===== src/rtl/led_chain_driver_if.sv =====
// Host-side bundle for the LED chain driver: frame request/data in, serial chain strobes out.
interface led_chain_driver_if #(
    parameter int unsigned WIDTH = 16
) ();
    logic [WIDTH-1:0] i_Data;
    logic             i_Load;
    logic             o_Busy;
    logic             o_Done;
    logic             o_LEDData;
    logic             o_LEDClk;
    logic             o_LEDLatch;

    modport slave (
        input  i_Data,
        input  i_Load,
        output o_Busy,
        output o_Done,
        output o_LEDData,
        output o_LEDClk,
        output o_LEDLatch
    );

    modport master (
        output i_Data,
        output i_Load,
        input  o_Busy,
        input  o_Done,
        input  o_LEDData,
        input  o_LEDClk,
        input  o_LEDLatch
    );
endinterface


===== src/rtl/led_chain_driver.sv =====
// Serialises a WIDTH-bit frame into daisy-chained LED shift registers, then strobes the latch.
module led_chain_driver #(
    parameter int unsigned WIDTH        = 16,
    parameter int unsigned CLK_DIV      = 2,
    parameter int unsigned LATCH_CYCLES = 2,
    parameter bit          MSB_FIRST    = 1'b1,
    parameter bit          AUTO_REFRESH = 1'b0
) (
    input  logic              i_CLK,
    input  logic              i_RESET,
    led_chain_driver_if.slave bus
);

    localparam int unsigned BIT_W = $clog2(WIDTH + 1);
    localparam int unsigned DIV_W = $clog2(CLK_DIV + 1);
    localparam int unsigned LAT_W = $clog2(LATCH_CYCLES + 1);

    typedef enum logic [1:0] {
        IDLE  = 2'd0,
        SHIFT = 2'd1,
        LATCH = 2'd2
    } state_t;

    state_t             state_q, state_d;
    logic               pend_q, pend_d;
    logic [DIV_W-1:0]   div_q, div_d;
    logic [BIT_W-1:0]   bit_q, bit_d;
    logic [LAT_W-1:0]   lat_q, lat_d;
    logic [WIDTH-1:0]   shadow_q, shadow_d;
    logic               busy_q, busy_d;
    logic               done_q, done_d;
    logic               data_q, data_d;
    logic               lclk_q, lclk_d;
    logic               latch_q, latch_d;

    logic               first_bit;
    logic [WIDTH-1:0]   shadow_rot;
    logic               next_bit;

    // Shadow rotates so the bit to present next always sits at the output end.
    assign first_bit  = MSB_FIRST ? bus.i_Data[WIDTH-1] : bus.i_Data[0];
    assign shadow_rot = MSB_FIRST ? {shadow_q[WIDTH-2:0], shadow_q[WIDTH-1]}
                                  : {shadow_q[0], shadow_q[WIDTH-1:1]};
    assign next_bit   = MSB_FIRST ? shadow_rot[WIDTH-1] : shadow_rot[0];

    // State and output registers.
    always_ff @(posedge i_CLK) begin
        if (i_RESET) begin
            state_q  <= IDLE;
            pend_q   <= 1'b0;
            div_q    <= '0;
            bit_q    <= '0;
            lat_q    <= '0;
            shadow_q <= '0;
            busy_q   <= 1'b0;
            done_q   <= 1'b0;
            data_q   <= 1'b0;
            lclk_q   <= 1'b0;
            latch_q  <= 1'b1;
        end else begin
            state_q  <= state_d;
            pend_q   <= pend_d;
            div_q    <= div_d;
            bit_q    <= bit_d;
            lat_q    <= lat_d;
            shadow_q <= shadow_d;
            busy_q   <= busy_d;
            done_q   <= done_d;
            data_q   <= data_d;
            lclk_q   <= lclk_d;
            latch_q  <= latch_d;
        end
    end

    // Next-state and next-output logic.
    always_comb begin
        state_d  = state_q;
        pend_d   = pend_q;
        div_d    = div_q;
        bit_d    = bit_q;
        lat_d    = lat_q;
        shadow_d = shadow_q;
        busy_d   = busy_q;
        done_d   = 1'b0;
        data_d   = data_q;
        lclk_d   = lclk_q;
        latch_d  = 1'b1;

        if ((state_q != IDLE) && bus.i_Load) begin
            pend_d = 1'b1;
        end

        case (state_q)
            IDLE: begin
                busy_d = 1'b0;
                lclk_d = 1'b0;
                if (bus.i_Load || AUTO_REFRESH || pend_q) begin
                    state_d  = SHIFT;
                    shadow_d = bus.i_Data;
                    pend_d   = 1'b0;
                    busy_d   = 1'b1;
                    data_d   = first_bit;
                    div_d    = '0;
                    bit_d    = '0;
                end
            end

            SHIFT: begin
                if (div_q == DIV_W'(CLK_DIV - 1)) begin
                    div_d = '0;
                    if (!lclk_q) begin
                        lclk_d = 1'b1;
                    end else begin
                        lclk_d = 1'b0;
                        // Last high phase done: keep the final bit on the line into LATCH.
                        if (bit_q == BIT_W'(WIDTH - 1)) begin
                            state_d = LATCH;
                            latch_d = 1'b0;
                            bit_d   = '0;
                            lat_d   = '0;
                        end else begin
                            bit_d    = bit_q + BIT_W'(1);
                            shadow_d = shadow_rot;
                            data_d   = next_bit;
                        end
                    end
                end else begin
                    div_d = div_q + DIV_W'(1);
                end
            end

            LATCH: begin
                if (lat_q == LAT_W'(LATCH_CYCLES - 1)) begin
                    state_d = IDLE;
                    busy_d  = 1'b0;
                    done_d  = 1'b1;
                    lat_d   = '0;
                end else begin
                    latch_d = 1'b0;
                    lat_d   = lat_q + LAT_W'(1);
                end
            end

            default: begin
                state_d = IDLE;
                busy_d  = 1'b0;
                lclk_d  = 1'b0;
            end
        endcase
    end

    assign bus.o_Busy     = busy_q;
    assign bus.o_Done     = done_q;
    assign bus.o_LEDData  = data_q;
    assign bus.o_LEDClk   = lclk_q;
    assign bus.o_LEDLatch = latch_q;

endmodule

===== src/flat_wrapper.sv =====
// flat-port wrapper written by rule: the top's interface ports become plain ports
module led_chain_driver_flat 
#(
    parameter int unsigned WIDTH        = 16,
    parameter int unsigned CLK_DIV      = 2,
    parameter int unsigned LATCH_CYCLES = 2,
    parameter bit          MSB_FIRST    = 1'b1,
    parameter bit          AUTO_REFRESH = 1'b0
)
  (i_CLK, i_RESET, bus_i_Data, bus_i_Load, bus_o_Busy, bus_o_Done, bus_o_LEDData, bus_o_LEDClk, bus_o_LEDLatch);
  led_chain_driver_if #(.WIDTH(WIDTH)) bus_i ();
  input  logic i_CLK;
  input  logic i_RESET;
  input wire logic [$bits(bus_i.i_Data)-1:0] bus_i_Data;
  input wire logic [$bits(bus_i.i_Load)-1:0] bus_i_Load;
  output wire logic [$bits(bus_i.o_Busy)-1:0] bus_o_Busy;
  output wire logic [$bits(bus_i.o_Done)-1:0] bus_o_Done;
  output wire logic [$bits(bus_i.o_LEDData)-1:0] bus_o_LEDData;
  output wire logic [$bits(bus_i.o_LEDClk)-1:0] bus_o_LEDClk;
  output wire logic [$bits(bus_i.o_LEDLatch)-1:0] bus_o_LEDLatch;
  assign bus_i.i_Data = bus_i_Data;
  assign bus_i.i_Load = bus_i_Load;
  assign bus_o_Busy = bus_i.o_Busy;
  assign bus_o_Done = bus_i.o_Done;
  assign bus_o_LEDData = bus_i.o_LEDData;
  assign bus_o_LEDClk = bus_i.o_LEDClk;
  assign bus_o_LEDLatch = bus_i.o_LEDLatch;
  led_chain_driver #(.WIDTH(WIDTH), .CLK_DIV(CLK_DIV), .LATCH_CYCLES(LATCH_CYCLES), .MSB_FIRST(MSB_FIRST), .AUTO_REFRESH(AUTO_REFRESH)) u_core (.i_CLK(i_CLK), .i_RESET(i_RESET), .bus(bus_i));
endmodule

===== config.mk =====
export PLATFORM = sky130hd
export DESIGN_NAME = led_chain_driver_flat
export DESIGN_NICKNAME = d
export VERILOG_FILES = /design/src/rtl/led_chain_driver_if.sv /design/src/rtl/led_chain_driver.sv /design/src/flat_wrapper.sv
export SDC_FILE = /design/constraint.sdc
export NUM_CORES = 1
export LEC_CHECK = 0
export ABC_AREA = 1
export CAP_MARGIN = 20
export CORE_MARGIN = 3
export CORE_UTILIZATION = 35
export DETAILED_ROUTE_END_ITERATION = 8
export PLACE_DENSITY_LB_ADDON = 0.08
export SKIP_LAST_GASP = 1
export SYNTH_ARGS = -nofsm -noshare
export SYNTH_HDL_FRONTEND = slang
export SYNTH_SLANG_ARGS = --single-unit

===== constraint.sdc =====
create_clock -name i_CLK -period 2.8 [get_ports i_CLK]
set_input_delay 0.84 -clock i_CLK [delete_from_list [all_inputs] [get_ports i_CLK]]
set_output_delay 0.84 -clock i_CLK [all_outputs]
set_load 0.03 [all_outputs]

==> results.md <==
Outcome
- **status** finished, final reports clean

Detailed routing
- **Pre-Repair DR Iteration Count** 4
- **top layer used by detailed routing** met4
- **routed wire length** 3430 um
- **routed wl met2** 1390 um
- **vias per std cell** 4.46
- **DRC viols** 0
- **post-detailed-route wirelength per cell** 9.95 um
- **met3 wire length** 172 um
- **residual antenna-violating net count after detailed routing** 0
- **vias after detailed routing** 1,539
- **DRT iter0 DRCs** 87
- **wire length on met1** 1800 um

Cells and area
- **share of post-route cells with drive strength above 1** 4.78%
- **post-layout net count** 315
- **number of inserted filler cells in the final layout** 475
- **Area Overhead vs Synth** 20.0%
- **share of the core filled with cells in the final layout** 44.8%
- **final standard cell count with taps included and fillers excluded** 345
- **# diodes** 0

Job
- **Max Cap Violations** 0

Timing
- **min cycle time layout** 2.20 ns
- **final setup vio count** 0
- **actual slew at the worst max-slew pin** 0.572 ns
- **total negative setup slack** 0 ns
- **clock tree skew after final layout** 0.00280 ns
- **Slew Limit Fails** 0
- **highest clock frequency the design can meet** 0.454 GHz
- **hold slack** 0.460 ns
- **Hold Fails Final Rpt** 0
- **setup repair after global routing missed its margin** false
- **final worst-path cycle share** 78.6%
- **remaining max-slew budget at the tightest pin** 61.8%

Placed design
- **cell count after placement** 337
- **HPWL after detailed placement** 2320 um
- **final weighted congestion in routability-driven placement** 0.747
- **number of I/O port buffers** 23

Clock network
- **clk buf depth** 2
- **clock tree from TritonCTS** built
- **total clock buffers created by CTS** 5
- **number of H-tree levels** 2
- **number of sinks driven by the clock tree** 32
- **count of instances resized after the clock tree is built** 0
- **CTS clock-pin slew for the worst setup and hold paths** 0.07 ns
- **clock root buffer** sky130_fd_sc_hd__clkbuf_8
- **cts-stage hold buffer count** 0
- **Clock Latency Late Sink** 0.28 ns
- **Post-CTS Setup Repair Bufs** 0

Global route
- **first-pass GRT wire length** 5950 um
- **remaining global-route overflow** 0
- **maximum number of pins on one net before global-route repair** 33
- **number of antenna violations at the first check in global routing** 0
- **GRT Resource Usage Total** 13.9%
- **number of global-route vias before repair** 1,331

Floorplanning
- **area of the core region** 0.00447 mm2
- **width of the chip** 75.1 um
- **height of the chip** 75.1 um
- **area of the die** 0.00564 mm2
- **Placement Rows** 24
- **io pins** 24
- **Initial Utilization** 37.4%

Critical path
- **ordered list of cells on the worst path** clkdlybuf4s50_1
- **crit-path max cell delay** 0.69 ns
- **arrival time of the worst setup path** 1.36 ns
- **capturing element type of the critical path** primary output
- **worst path required time** 1.96 ns
- **number of buffer and inverter instances along the worst setup path** 1
- **family with the most delay on the worst path** buffers and inverters
- **category of the most critical setup path** register to primary output
- **slowest stage cell on the critical path** sky130_fd_sc_hd__clkdlybuf4s50_1
- **Critical Path Start Type** register
- **Critical Path Fanout Max** 3

Min path
- **worst min-delay path category** register to register

Synthesis
- **asr flop ratio synth** 0%
- **number of register bits inferred by synthesis** 32
- **synthesized netlist cell count** 269
- **area share of the largest cell type after synthesis** 38.3%
- **synth warn** 0
- **predominant post-synthesis flop cell** sky130_fd_sc_hd__dfxtp_1
- **number of enable flip-flop cells after synthesis** 0
- **biggest area contributors in the synthesized netlist** sky130_fd_sc_hd__dfxtp_1 38%, sky130_fd_sc_hd__nand2_1 24%, sky130_fd_sc_hd__nor2_1 12%, sky130_fd_sc_hd__inv_1 7.2%, sky130_fd_sc_hd__ha_1 3.0%
- **leading cell type by number of instances after synthesis** sky130_fd_sc_hd__nand2_1
- **post-synthesis net count** 292
- **Seq/Total Area, Yosys** 38.3%
- **Syn Area/Cell** 6.21 um2
- **count of cell types in the netlist** 21
- **dominant cell type by area after synthesis** sky130_fd_sc_hd__dfxtp_1
- **Post-synth top cells** 108 x sky130_fd_sc_hd__nand2_1, 54 x sky130_fd_sc_hd__nor2_1, 32 x sky130_fd_sc_hd__dfxtp_1, 32 x sky130_fd_sc_hd__inv_1
- **Cell Area, Synth** 0.00167 mm2

Power and ir drop
- **Static Leak** 0.993 nW
- **total power divided by cell area** 1020 mW/mm2
- **VDD IR max** 0.000445 V

-- final cells by class --
cell class	count	area [um2]	area share [%]
Tap cell	52	65.1	3.24
Clock buffer	8	90.1	4.49
Inverter	32	120	5.99
Sequential cell	32	641	31.9
Timing Repair Buffer	26	253	12.6
Multi-Input combinational cell	195	837	41.7
-- kinds of logic after synthesis --
logic type / after synthesis / share of synthesized area [%]
flip-flops: 32 / 38.3
buffers and inverters: 42 / 11.6
AO/OA/AOI/OAI: 11 / 3.29
AND/OR/NAND/NOR: 178 / 42.7
adder cells (fa/ha/maj): 4 / 2.99
XOR/XNOR: 2 / 1.05
-- path summary, 6_finish.rpt --
kind                                     from                           end  slack [ns]  depth (start not counted)
min              u_core.div_q[1]$_SDFFE_PP0P_  u_core.div_q[1]$_SDFFE_PP0P_        0.46                          2
max reg2reg    u_core.state_q[1]$_SDFFE_PP0P_  u_core.lat_q[1]$_SDFFE_PP0P_        0.86                          8
max          u_core.bus.o_LEDClk$_SDFFE_PP0P_                  bus_o_LEDClk        0.60                          1
min reg2reg      u_core.div_q[1]$_SDFFE_PP0P_  u_core.div_q[1]$_SDFFE_PP0P_        0.46                          2
-- state kept, by name (all words and copies together), names as in the netlist --
register	count
u_core.bit_q	5
u_core.bus.o_Busy	1
u_core.bus.o_Done	1
u_core.bus.o_LEDClk	1
u_core.bus.o_LEDLatch	1
u_core.div_q	2
u_core.lat_q	2
u_core.pend_q	1
u_core.shadow_q	16
u_core.state_q	2
-- cells in the final DEF, fill, tap and decap left out --
| master | synthesis | final |
|---|---|---|
| sky130_fd_sc_hd__o21ai_0 | 6 | 6 |
| sky130_fd_sc_hd__nor2_1 | 54 | 54 |
| sky130_fd_sc_hd__or2_2 | 1 | 1 |
| sky130_fd_sc_hd__nand3_2 | 1 | 1 |
| sky130_fd_sc_hd__clkbuf_1 | 1 | 2 |
| sky130_fd_sc_hd__nand3_4 | 1 | 1 |
| sky130_fd_sc_hd__clkbuf_8 | 0 | 6 |
| sky130_fd_sc_hd__dfxtp_1 | 32 | 32 |
| sky130_fd_sc_hd__o21ai_1 | 1 | 1 |
| sky130_fd_sc_hd__xor2_1 | 2 | 2 |
| sky130_fd_sc_hd__inv_1 | 32 | 32 |
| sky130_fd_sc_hd__ha_1 | 4 | 4 |
| sky130_fd_sc_hd__clkdlybuf4s50_1 | 0 | 23 |
| sky130_fd_sc_hd__a21oi_1 | 4 | 4 |
| sky130_fd_sc_hd__nand2_2 | 2 | 2 |
| sky130_fd_sc_hd__buf_4 | 3 | 3 |
| sky130_fd_sc_hd__nor3_1 | 1 | 1 |
| sky130_fd_sc_hd__nand3_1 | 6 | 6 |
| sky130_fd_sc_hd__nand4_1 | 4 | 4 |
| sky130_fd_sc_hd__nand2_1 | 108 | 108 |
-- where the power goes --
group | leakage [nW] | switching, mW | internal, mW | total [mW]
registers | 0.263 | 0.0867 | 0.620 | 0.706
clock network | 0.0455 | 0.172 | 0.201 | 0.373
logic | 0.685 | 0.632 | 0.342 | 0.974
-- stage by stage --
step           cell area (um2)  total power, mW  setup WS (ns)
2_1_floorplan             1670             1.53           1.18
3_3_place_gp              1920             1.70          0.453
3_5_place_dp              1920             1.69          0.433
4_1_cts                   2010             2.08          0.589
5_1_grt                   2010             2.28          0.514
6_report                  2010             2.05          0.599
-- per-layer routing --
layer | global-route usage, % | vias to the layer above
met3 | 4.41 | 8
met5 | 0 | -
met2 | 19.7 | 33
met1 | 19.5 | 653
li1 | - | 845
met4 | 5.34 | 0
No activity file was read; power rests on OpenSTA's default activity.
